File: src/rtl/perceptron_pkg.sv
// Shared definitions for the perceptron training controller.
// Holds the Q3.12 number format, the weight saturation limits,
// the error counter width and the controller FSM state encoding.
package perceptron_pkg;

    // Q3.12 signed fixed point
    localparam int unsigned Q_WIDTH = 16;
    localparam int unsigned Q_FRAC  = 12;

    // Misclassification counter width
    localparam int unsigned ERR_W = 16;

    // Saturation limits for weight results
    localparam logic [Q_WIDTH-1:0] SAT_MAX = 16'h7FFF;
    localparam logic [Q_WIDTH-1:0] SAT_MIN = 16'h8000;

    typedef enum logic [2:0] {
        IDLE   = 3'd0,
        INIT   = 3'd1,
        APPLY  = 3'd2,
        WAIT   = 3'd3,
        REPORT = 3'd4,
        UPDATE = 3'd5,
        LOAD   = 3'd6
    } state_t;

endpackage

File: src/rtl/perceptron_weight_upd.sv
// Combinational single-weight update: w_new = w +/- (x >>> LR_SHIFT).
// Adds the scaled input when target=1 and subtracts it when target=0.
// The sum is formed at Q_WIDTH+1 bits and reduced to Q_WIDTH bits by
// saturation when PERCEPTRON_TRAINER_SAT_EN is defined, else by wrapping.
// Ports:
//   w      in  Q_WIDTH  current weight (signed Q3.12)
//   x      in  Q_WIDTH  sample input (signed Q3.12)
//   target in  1        expected class of the sample
//   w_new  out Q_WIDTH  updated weight
module perceptron_weight_upd
    import perceptron_pkg::*;
#(
    parameter int unsigned LR_SHIFT = 3
) (
    input  logic [Q_WIDTH-1:0] w,
    input  logic [Q_WIDTH-1:0] x,
    input  logic               target,
    output logic [Q_WIDTH-1:0] w_new
);

    localparam int unsigned SUM_W = Q_WIDTH + 1;

`ifdef PERCEPTRON_TRAINER_SAT_EN
    localparam bit SAT_EN = 1'b1;
`else
    localparam bit SAT_EN = 1'b0;
`endif

    logic signed [Q_WIDTH-1:0] delta;
    logic        [SUM_W-1:0]   w_ext;
    logic        [SUM_W-1:0]   d_ext;
    logic        [SUM_W-1:0]   sum;
    logic                      ovf;

    // Scale, accumulate at one extra bit, then reduce to the weight width
    always_comb begin
        delta = $signed(x) >>> LR_SHIFT;
        w_ext = {w[Q_WIDTH-1], w};
        d_ext = {delta[Q_WIDTH-1], delta};
        sum   = target ? (w_ext + d_ext) : (w_ext - d_ext);
        // Result leaves the 16-bit range when the two top bits disagree
        ovf   = sum[SUM_W-1] ^ sum[SUM_W-2];
        if (SAT_EN && ovf) begin
            w_new = sum[SUM_W-1] ? SAT_MIN : SAT_MAX;
        end else begin
            w_new = sum[Q_WIDTH-1:0];
        end
    end

endmodule

File: src/rtl/perceptron_trainer.sv
// Training/inference controller for an external two-input perceptron.
// Accepts a sample, presents it to the perceptron, waits RESULT_LATENCY
// cycles, classifies the result, counts misclassifications and, when
// training is enabled, computes and loads corrected weights.
// Optional build macro: PERCEPTRON_TRAINER_SAT_EN (saturating weight math).
// Ports:
//   clk, rst                      clock, synchronous active-high reset
//   s_valid/s_ready               sample handshake
//   s_x1, s_x2, s_target          sample inputs (Q3.12) and expected class
//   train_en                      update weights on error when high
//   init_ld, init_w1, init_w2     initial weight load request and values
//   p_in1, p_in2                  perceptron inputs
//   p_w1_new, p_w2_new            perceptron weight load values
//   p_w1_ld, p_w2_ld              perceptron weight load strobes
//   p_w1, p_w2, p_result          perceptron weights and result
//   o_valid, o_class, o_error     result strobe, class, misclassification
//   err_cnt                       saturating misclassification count
//   busy                          high when the controller is not idle
module perceptron_trainer
    import perceptron_pkg::*;
#(
    parameter int unsigned RESULT_LATENCY = 2,
    parameter int unsigned LR_SHIFT       = 3
) (
    input  logic               clk,
    input  logic               rst,
    input  logic               s_valid,
    output logic               s_ready,
    input  logic [Q_WIDTH-1:0] s_x1,
    input  logic [Q_WIDTH-1:0] s_x2,
    input  logic               s_target,
    input  logic               train_en,
    input  logic               init_ld,
    input  logic [Q_WIDTH-1:0] init_w1,
    input  logic [Q_WIDTH-1:0] init_w2,
    output logic [Q_WIDTH-1:0] p_in1,
    output logic [Q_WIDTH-1:0] p_in2,
    output logic [Q_WIDTH-1:0] p_w1_new,
    output logic [Q_WIDTH-1:0] p_w2_new,
    output logic               p_w1_ld,
    output logic               p_w2_ld,
    input  logic [Q_WIDTH-1:0] p_w1,
    input  logic [Q_WIDTH-1:0] p_w2,
    input  logic [Q_WIDTH-1:0] p_result,
    output logic               o_valid,
    output logic               o_class,
    output logic               o_error,
    output logic [ERR_W-1:0]   err_cnt,
    output logic               busy
);

    localparam int unsigned CNT_W = (RESULT_LATENCY > 1) ? $clog2(RESULT_LATENCY) : 1;

    state_t             state;
    state_t             state_next;
    logic [CNT_W-1:0]   wait_cnt;
    logic               wait_done;
    logic               target_q;
    logic               train_q;
    logic               accept;
    logic               err_now;
    logic               ld_next;
    logic [Q_WIDTH-1:0] w1_next;
    logic [Q_WIDTH-1:0] w2_new_next;
    logic [Q_WIDTH-1:0] upd_w1;
    logic [Q_WIDTH-1:0] upd_w2;

    // Ready only in IDLE and only when no weight-init request competes
    assign s_ready   = (state == IDLE) && !init_ld;
    assign accept    = s_valid && s_ready;
    assign wait_done = (wait_cnt == CNT_W'(RESULT_LATENCY - 1));
    assign err_now   = (o_class != target_q);

    // Weight update datapath, one instance per weight
    perceptron_weight_upd #(
        .LR_SHIFT (LR_SHIFT)
    ) u_upd_w1 (
        .w      (p_w1),
        .x      (p_in1),
        .target (target_q),
        .w_new  (upd_w1)
    );

    perceptron_weight_upd #(
        .LR_SHIFT (LR_SHIFT)
    ) u_upd_w2 (
        .w      (p_w2),
        .x      (p_in2),
        .target (target_q),
        .w_new  (upd_w2)
    );

    // Next-state and next load-strobe/value decode
    always_comb begin
        state_next  = state;
        ld_next     = 1'b0;
        w1_next     = '0;
        w2_new_next = '0;

        case (state)
            IDLE: begin
                if (init_ld) begin
                    state_next = INIT;
                end else if (accept) begin
                    state_next = APPLY;
                end
            end
            INIT:   state_next = IDLE;
            APPLY:  state_next = WAIT;
            WAIT: begin
                if (wait_done) begin
                    state_next = REPORT;
                end
            end
            REPORT: state_next = (err_now && train_q) ? UPDATE : IDLE;
            UPDATE: state_next = LOAD;
            LOAD:   state_next = IDLE;
            default: state_next = IDLE;
        endcase

        // Load outputs are registered, so decode them from the next state
        if (state_next == INIT) begin
            ld_next     = 1'b1;
            w1_next     = init_w1;
            w2_new_next = init_w2;
        end else if (state_next == LOAD) begin
            ld_next     = 1'b1;
            w1_next     = upd_w1;
            w2_new_next = upd_w2;
        end
    end

    // State, sample and output registers
    always_ff @(posedge clk) begin
        if (rst) begin
            state    <= IDLE;
            wait_cnt <= '0;
            target_q <= 1'b0;
            train_q  <= 1'b0;
            p_in1    <= '0;
            p_in2    <= '0;
            p_w1_new <= '0;
            p_w2_new <= '0;
            p_w1_ld  <= 1'b0;
            p_w2_ld  <= 1'b0;
            o_valid  <= 1'b0;
            o_class  <= 1'b0;
            o_error  <= 1'b0;
            err_cnt  <= '0;
            busy     <= 1'b0;
        end else begin
            state    <= state_next;
            busy     <= (state_next != IDLE);
            p_w1_ld  <= ld_next;
            p_w2_ld  <= ld_next;
            p_w1_new <= w1_next;
            p_w2_new <= w2_new_next;
            o_valid  <= (state == REPORT);

            // Sample registers double as the perceptron inputs
            if (accept) begin
                p_in1    <= s_x1;
                p_in2    <= s_x2;
                target_q <= s_target;
                train_q  <= train_en;
            end

            wait_cnt <= (state == WAIT) ? (wait_cnt + CNT_W'(1)) : '0;

            if ((state == WAIT) && wait_done) begin
                o_class <= (p_result != '0);
            end

            if (state == REPORT) begin
                o_error <= err_now;
                if (err_now && (err_cnt != '1)) begin
                    err_cnt <= err_cnt + ERR_W'(1);
                end
            end
        end
    end

endmodule

File: config.mk
export PLATFORM = sky130hd
export DESIGN_NAME = perceptron_trainer
export DESIGN_NICKNAME = d
export VERILOG_FILES = /design/src/rtl/perceptron_pkg.sv /design/src/rtl/perceptron_weight_upd.sv /design/src/rtl/perceptron_trainer.sv
export SDC_FILE = /design/constraint.sdc
export NUM_CORES = 1
export LEC_CHECK = 0
export ABC_AREA = 0
export BUFFER_PORTS_ARGS = -buffer_cell sky130_fd_sc_hd__buf_2
export CORE_MARGIN = 3
export CORE_UTILIZATION = 40
export CTS_CLUSTER_DIAMETER = 60
export DETAILED_ROUTE_END_ITERATION = 8
export GPL_TIMING_DRIVEN = 1
export PLACE_DENSITY = 0.7
export SYNTH_ARGS = -nofsm -noshare
export SYNTH_HDL_FRONTEND = slang
export SYNTH_SLANG_ARGS = --single-unit
export TNS_END_PERCENT = 20
File: constraint.sdc
create_clock -name clk -period 2.8 [get_ports clk]
set_clock_uncertainty 0.1 [all_clocks]
set_input_delay 0.42 -clock clk [delete_from_list [all_inputs] [get_ports clk]]
set_output_delay 0.42 -clock clk [all_outputs]
set_load 0.01 [all_outputs]
Yosys cells after proc, flatten, opt, wreduce, memory -nomap -nowiden:

Cells that the tools add are included.

* $add $sub $neg: 6
* eq/ne operators: 8
* mux-type cells: 13
* bitwise logic cells: 1
* reductions and logical operators: 11

Operators with widths (count)
* two-way mux 16 bit: 6
* adder 16 x 13 -> 16 bit: 2
* subtractor 16 x 13 -> 16 bit: 2
* adder 16 x 1 -> 16 bit (second input constant): 1
* inequality test 16 bit (second input constant): 1
* nonzero test 16 bit: 1
* one-hot mux 3 bit (5 select lines): 1
* two-way mux 3 bit: 4
* equality test 3 bit (second input constant): 3
* equality test 3 x 2 -> 1 bit (second input constant): 2
* logical AND 1 bit: 5
* equality test 3 x 1 -> 1 bit (second input constant): 1
* logical NOT 3 bit: 1
* nonzero test 3 bit: 1
* two-way mux 1 bit: 2
* AND reduction 2 bit: 1
* OR reduction 2 bit: 1
* adder 1 bit (second input constant): 1
* logical NOT 1 bit: 1
* inequality test 1 bit: 1
* inverter 1 bit: 1

* register bits after elaboration: 91
* output and inout bits: 87
* logic and storage cells: 53

Depth between registers and ports, before layout:

Gate-level depths: netlist (run 1).

* word-level depth: 9
* mapped depth: 14
* mapped depth without buffers: 13

Modules after synthesis:

Synthesis (run 1) repeated with hierarchy kept, for this count alone.

* cell total of the unflattened synthesis: 680
* area, all modules: 5566.6 µm²

Modules (own cells, without submodules)
* perceptron_trainer: instances 1, cells each 398, area an instance 3425.8 µm², seq. area each 1821.7 µm²
* perceptron_weight_upd at u_upd_w1: instances 1, cells each 146, area an instance 1083.5 µm², seq. area each 0.0 µm²
* perceptron_weight_upd at u_upd_w2: instances 1, cells each 136, area an instance 1057.3 µm², seq. area each 0.0 µm²

Worst setup path after synthesis (run 1):

No wires, ideal clock.

* path kind: reg2reg
* start: register target_q
* end: register p_w1_new[13]
* data arrival time: 2.798 ns
* path slack: -0.158 ns
* stages on the path, launching flop included: 12
* path buffers: 2
* period minus slack after synthesis: 2.958 ns
* path through: dfxtp_1 > clkbuf_1 > clkbuf_1 > nor2_1 > xor2_1 > ha_1 > and2_1 > a221oi_1 > a211oi_1 > or3_1 > o311ai_0 > a22o_1

* cells in the longest elaborated chain, start to end: 7

Ends and longest elaborated chain
* from (decl): line perceptron_trainer.sv:58 `logic target_q;`
* from (signal assigned): line perceptron_trainer.sv:164 `target_q <= s_target;`
* inequality test 1 bit: line perceptron_trainer.sv:72 `assign err_now = (o_class != target_q);`
* logical AND 1 bit: line perceptron_trainer.sv:115 `REPORT: state_next = (err_now && train_q) ? UPDATE : IDLE;`
* two-way mux 3 bit: line perceptron_trainer.sv:115
* one-hot mux 3 bit (5 select lines): line perceptron_trainer.sv:100 `case (state)`
* equality test 3 bit: line perceptron_trainer.sv:126 `end else if (state_next == LOAD) begin`
* two-way mux 16 bit: line perceptron_trainer.sv:126
* two-way mux 16 bit *: line perceptron_trainer.sv:122 `if (state_next == INIT) begin`
* to (signal assigned): line perceptron_trainer.sv:156 `p_w1_new <= w1_next;`
* to (decl): line perceptron_trainer.sv:38 `output logic [Q_WIDTH-1:0] p_w1_new,`

Every way passes the cells marked *; elsewhere a longest branch is shown, timed or not.
A chain may end at the register's enable or synchronous reset.

Final worst setup path (run 1):

* start: register p_in2[7]
* end: register p_w2_new[15]

* cells in the longest elaborated chain, start to end: 4

Ends and longest elaborated chain
* from (decl): line perceptron_trainer.sv:37 `output logic [Q_WIDTH-1:0] p_in2,`
* from (signal assigned): line perceptron_trainer.sv:141 `p_in2 <= '0;`
* from (signal assigned): line perceptron_trainer.sv:163 `p_in2 <= s_x2;`
* subtractor 16 x 13 -> 16 bit or adder 16 x 13 -> 16 bit (tied branches): line perceptron_weight_upd.sv:40 `sum = target ? (w_ext + d_ext) : (w_ext - d_ext);`
* two-way mux 16 bit *: line perceptron_weight_upd.sv:40
* two-way mux 16 bit *: line perceptron_trainer.sv:126
* two-way mux 16 bit *: line perceptron_trainer.sv:122
* to (signal assigned): line perceptron_trainer.sv:157 `p_w2_new <= w2_new_next;`
* to (decl): line perceptron_trainer.sv:39 `output logic [Q_WIDTH-1:0] p_w2_new,`

Marked as above.

==> run metrics, run 1 <==
status=complete, but fails checks; failing checks=setup timing; met3 GRT Util=6.22%; H-tree levels=3; first-pass GRT wire length=26.2 mm; wire per inst=15.4 µm; initial antenna violation count=1; largest net degree at the start of global routing=50; top cells by area, synth=dfxtp_1 (34%), ha_1 (9.0%), a21oi_1 (8.2%); CTS Buf Count=9; Crit Path Max Fanout=3; die area=14900 µm²; multiplexer share of the synthesized area=1.95%; Netlist Area Pre-Place=5400 µm²; synthesis-stage register bit count=91; endpoints failing hold=0; Die X=122 µm; Syn Inst Count=692; IO Port Bufs=204; met1 usage in global routing=28.2%; WP data arrival=2980 ps; slew margin rel.=63.9%; Max Slew Vio Count=0; CP Class=reg -> reg; total power=0.00423 W; DR DRC count=0; RR Endpoint=p_w2_new[15]; Worst setup EP type=flop; Longest Clk Path Bufs=2; Placed Area=7060 µm²; GRT Residual Overflow=0; Peak VDD IR=378 µV; Fin Hold WS=163 ps; f_max=353 MHz; area of the multi-input gates=3590 µm²; Worst Hold End=p_w1_new[9]; Initial Utilization=41.8%; Hold Crit Class=in -> reg; Yosys cell types=50; critical path data required time=2940 ps; minimum clock period=2840 ps; adder-cell area share of the yosys netlist=9.77%; clock sinks=91; DR vias=5840; Setup TNS=-35.6 ps; # rows=41; drt via density=5.20; WHS Path Cells=3; number of diodes=0; pwr dens=559 nW/µm²; asr flop ratio synth=0%; Clock transition at path regs=60 ps; Post-Synth XOR/XNOR Area=8.43%; Die Y=122 µm; Antenna Violating Nets Remaining=0; critical path startpoint category=flop; leakage power=3.63 nW; share of the synthesized area in the top cell type=33.7%; number of global-route vias before repair=5341; final instance area=7560 µm²; gr busiest metal=met2; Pre-Repair DR Iteration Count=5; register area=1830 µm²; Yosys warning total=0; final setup violation count=1; hold path start=init_w1[9]; Commonest cells post-synth=nand2_1 (111), dfxtp_1 (91), a21oi_1 (88); layout cells sized above 1=35.8%; main combinational cell family by area after synthesis=simple AND/OR/NAND/NOR gates; gpl congestion=0.969; R2R Setup Slk=-40 ps; cell depth of the worst flop-to-flop path=11; gr usage total=22.3%; met2 Resource Use GR=37.3%; main flop type after synthesis=dfxtp_1; Final period util=101%; Ports=205; Avg Cell Area, Syn=7.81 µm²; Layout area overhead=40.0%; Synth Area in Compound Gates=18.4%; Detailed Place HPWL=13.3 mm; CP startpoint=p_in2[7]; Root Driver=clkbuf_16; Post-synth EDFFs=0; Clk Latency, worst-skew pair=360 ps; core area=12900 µm²; max_cap viols=0; RSZ-0062 raised after global routing=yes; final worst slack=-35.6 ps; Post-Syn Nets=851; most frequent cell after synthesis=nand2_1; Fill cells=1208; r2r startpoint=p_in2[7]; post-synthesis simple-gate area fraction=24.0%; CTS tree=built; Seq/Total Area, Yosys=33.7%; Final Util=58.5%; NumNets Final=1105; Iteration-0 DRC Markers=467; Routed WL=17.3 mm; Yosys top cell by area=dfxtp_1; Worst Tran Pin Value=542 ps
## logic make-up (layout without fill, tap and decap cells)
family,count (synthesis),in the layout
AO/OA/AOI/OAI,166,166
multiplexers,10,10
XOR/XNOR,52,52
buffers and inverters,51,310
AND/OR/NAND/NOR,281,281
adder cells (fa/ha/maj),41,41
flip-flops,91,91
## power breakdown
group          switching, W  internal (W)
sequential        0.0000320       0.00134
clock              0.000546      0.000682
combinational      0.000864      0.000761
total               0.00144       0.00279
## area by class of cell
cell class,instances,area share [%]
Inverter,20,0.992
Sequential cell,91,24.2
Tap cell,172,2.84
Clock buffer,12,3.52
Timing Repair Buffer,274,20.6
Clock inverter,4,0.413
Multi-Input combinational cell,550,47.5
## per-stage QoR
step / instances / setup WS, ps
after floorplan: 692 / -51.8
after global placement: 1107 / -58.9
after detailed placement: 1107 / -129
after CTS: 1123 / -8.49
after global routing: 1123 / -162
final: 1123 / -35.6
## worst max-delay path, cell delays in order, from the launching register on
cell	delay [ps]
dfxtp_2	340
or4_4	590
nor2_4	120
a21oi_2	60
xor2_1	150
ha_1	310
and3_4	190
nand4_1	110
a21oi_2	190
o211ai_1	130
a21bo_2	210
a32o_1	230
## per-layer routing
metal | part of all wire [%] | vias up
li1 | - | 2928
met1 | 43 | 2683
met2 | 48 | 206
met3 | 7.6 | 21
met4 | 1.4 | 2
met5 | 0.075 | -
## registers in the layout, summed over array words and instances (netlist names)
name      cells
err_cnt      16
p_in1        16
p_in2        16
p_w1_new     16
p_w2_new     16
state         3
busy          1
o_class       1
o_error       1
o_valid       1
p_w2_ld       1
target_q      1
train_q       1
wait_cnt      1
## what timing repair did
item | CTS | global route
endpoints found under the setup margin | 6 | 17
cloned | 0 | 0
pin swaps | 0 | 12
hold buffers | 0 | 0
buffers inserted | 0 | 0
gates resized for setup | 8 | 42
## placed cells by master, fill, tap and decap left out, types with 17 or more instances in the layout
| master | Yosys | final |
|---|---|---|
| ha_1 | 39 | 37 |
| xnor2_1 | 17 | 17 |
| dfxtp_1 | 91 | 86 |
| buf_4 | 1 | 69 |
| nor2_1 | 72 | 68 |
| xor2_1 | 35 | 35 |
| a21oi_1 | 88 | 80 |
| buf_2 | 0 | 204 |
| inv_1 | 20 | 20 |
| nand2_1 | 111 | 110 |
## how the worst max path moves through the flow
stage	endpoint	cells past startpoint
floorplan	p_w2_new[15]	11
global placement	p_w2_new[15]	11
detailed placement	p_w2_new[15]	11
CTS	p_w2_new[15]	11
global route	p_w2_new[10]	11
finish	p_w2_new[15]	11
(Power assumes the default switching activity.)
==> inputs of run 2 (changes only) <==
--- a/config.mk
+++ b/config.mk
@@ -8,11 +8,11 @@
 export ABC_AREA = 0
 export BUFFER_PORTS_ARGS = -buffer_cell sky130_fd_sc_hd__buf_2
 export CORE_MARGIN = 3
-export CORE_UTILIZATION = 40
+export CORE_UTILIZATION = 45
 export CTS_CLUSTER_DIAMETER = 60
 export DETAILED_ROUTE_END_ITERATION = 8
 export GPL_TIMING_DRIVEN = 1
-export PLACE_DENSITY = 0.7
+export PLACE_DENSITY = 0.82
 export SYNTH_ARGS = -nofsm -noshare
 export SYNTH_HDL_FRONTEND = slang
 export SYNTH_SLANG_ARGS = --single-unit
==> run metrics, run 2 (synthesis results as in run 1) <==
gpl congestion=0.903; Fill cells=983; Final period util=105%; initial antenna violation count=0; leakage power=3.58 nW; core area=11600 µm²; Initial Utilization=46.7%; wire per inst=15.4 µm; Pre-Repair DR Iteration Count=5; drt via density=5.38; CTS Buf Count=9; critical path startpoint category=flop; commonest non-fill, non-tap cell in the layout=buf_2; largest net degree at the start of global routing=36; f_max=341 MHz; R2R Setup Slk=-130 ps; Die X=116 µm; CP Class=reg -> reg; r2r startpoint=p_in2[7]; endpoints failing hold=0; final worst slack=-132 ps; minimum clock period=2930 ps; gr busiest metal=met2; met1 usage in global routing=28.5%; clock sinks=91; hold path start=init_w1[12]; failing checks=setup timing; Clock transition at path regs=60 ps; Peak VDD IR=328 µV; WP data arrival=3070 ps; Detailed Place HPWL=12.9 mm; cell depth of the worst flop-to-flop path=10; Worst setup EP type=flop; slew margin rel.=58.0%; Layout area overhead=37.5%; Worst Tran Pin Value=628 ps; met2 Resource Use GR=41.2%; final setup violation count=5; WHS Path Cells=3; Die Y=116 µm; Fin Hold WS=164 ps; max_cap viols=0; number of global-route vias before repair=5395; Root Driver=clkbuf_16; NumNets Final=1099; Max Slew Vio Count=0; die area=13400 µm²; RR Endpoint=p_w2_new[15]; critical path data required time=2940 ps; pwr dens=557 nW/µm²; Hold Crit Class=in -> reg; Routed WL=16.8 mm; first-pass GRT wire length=25.5 mm; Longest Clk Path Bufs=2; status=complete, but fails checks; met3 GRT Util=6.06%; DR vias=5856; Ports=205; Iteration-0 DRC Markers=475; Antenna Violating Nets Remaining=0; final instance area=7430 µm²; CTS tree=built; most frequent cells in the layout=buf_2 (204), nand2_1 (111), dfxtp_1 (87); layout cells sized above 1=34.8%; H-tree levels=3; Placed Area=6960 µm²; CTS Hold Bufs=0; Clk Latency, worst-skew pair=350 ps; gr usage total=23.8%; Worst Hold End=p_w1_new[12]; IO Port Bufs=204; Crit Path Max Fanout=5; GRT Residual Overflow=0; DR DRC count=0; # rows=39; RSZ-0062 raised after global routing=yes
[run 2: cell types whose count changed in the layout (fill, tap and decap cells not counted), sizes merged]
cell,previous run,this run
buf,274,268
clkbuf,12,9
clkinv,2,3
clkinvlp,0,1
diode,0,1
inv,22,23
[run 2: final cells by class]
cell class                 instances  area [µm²]  share of cell area [%]
antenna                            1        2.50                  0.0337
clock buffer                       9         225                    3.03
clock inverter                     7        51.3                   0.691
inverter                          20        75.1                    1.01
multi-input combinational        550        3560                    48.0
sequential                        91        1830                    24.6
tap                              143         179                    2.41
timing repair buffer             268        1500                    20.2
[run 2: metal layers]
layer / vias to the layer above / part of all wire [%]
li1: 2914 / -
met1: 2694 / 42
met2: 212 / 49
met3: 36 / 7.0
met4: 0 / 2.7
met5: - / 0
[run 2: power by group]
part	internal [W]	switching, W	leakage [nW]	total, W
Clock	0.000610	0.000544	0.138	0.00115
Sequential	0.00134	0.0000322	0.742	0.00137
Combinational	0.000742	0.000871	2.69	0.00161
Total	0.00269	0.00145	3.58	0.00414
[run 2: worst max-delay path by stage]
| stage | start | to | slack [ps] | cells after the start |
|---|---|---|---|---|
| finish | p_in2[7] | p_w2_new[15] | -130 | 10 |
| floorplan | p_in2[5] | p_w2_new[15] | -50 | 11 |
| CTS | p_in2[5] | p_w2_new[11] | -30 | 12 |
| detailed placement | p_in2[5] | p_w2_new[15] | -90 | 11 |
| global route | p_in2[7] | p_w2_new[15] | -260 | 10 |
| global placement | p_in2[5] | p_w2_new[15] | -20 | 11 |
[run 2: per-stage QoR]
stage               TNS (ps)  instances  utilization [%]  total power (W)  worst slack [ps]
finish                  -211       1089             64.2          0.00414              -132
global route           -1280       1088             64.2          0.00437              -261
CTS                    -83.9       1087             63.0          0.00406             -29.9
detailed placement      -502       1071             60.2          0.00287             -93.4
global placement       -17.8       1071             60.2          0.00284             -17.8
floorplan              -51.8        692                -          0.00234             -51.8
[run 2: worst max-delay path: stages (launching register included)]
cell and delay, ps:
dfxtp_2 340, or4_4 580, o31ai_1 390, xnor2_1 140, ha_1 380, and3_1 190, nand2_1 50, a31oi_1 130
nor2_1 80, a21bo_2 210, a32o_1 230
[run 2: what timing repair did]
action | CTS | global route
resized for setup | 9 | 34
endpoints found under the hold margin | 0 | 0
setup endpoints to repair | 9 | 18
pin swaps | 1 | 16
buffers inserted | 0 | 1
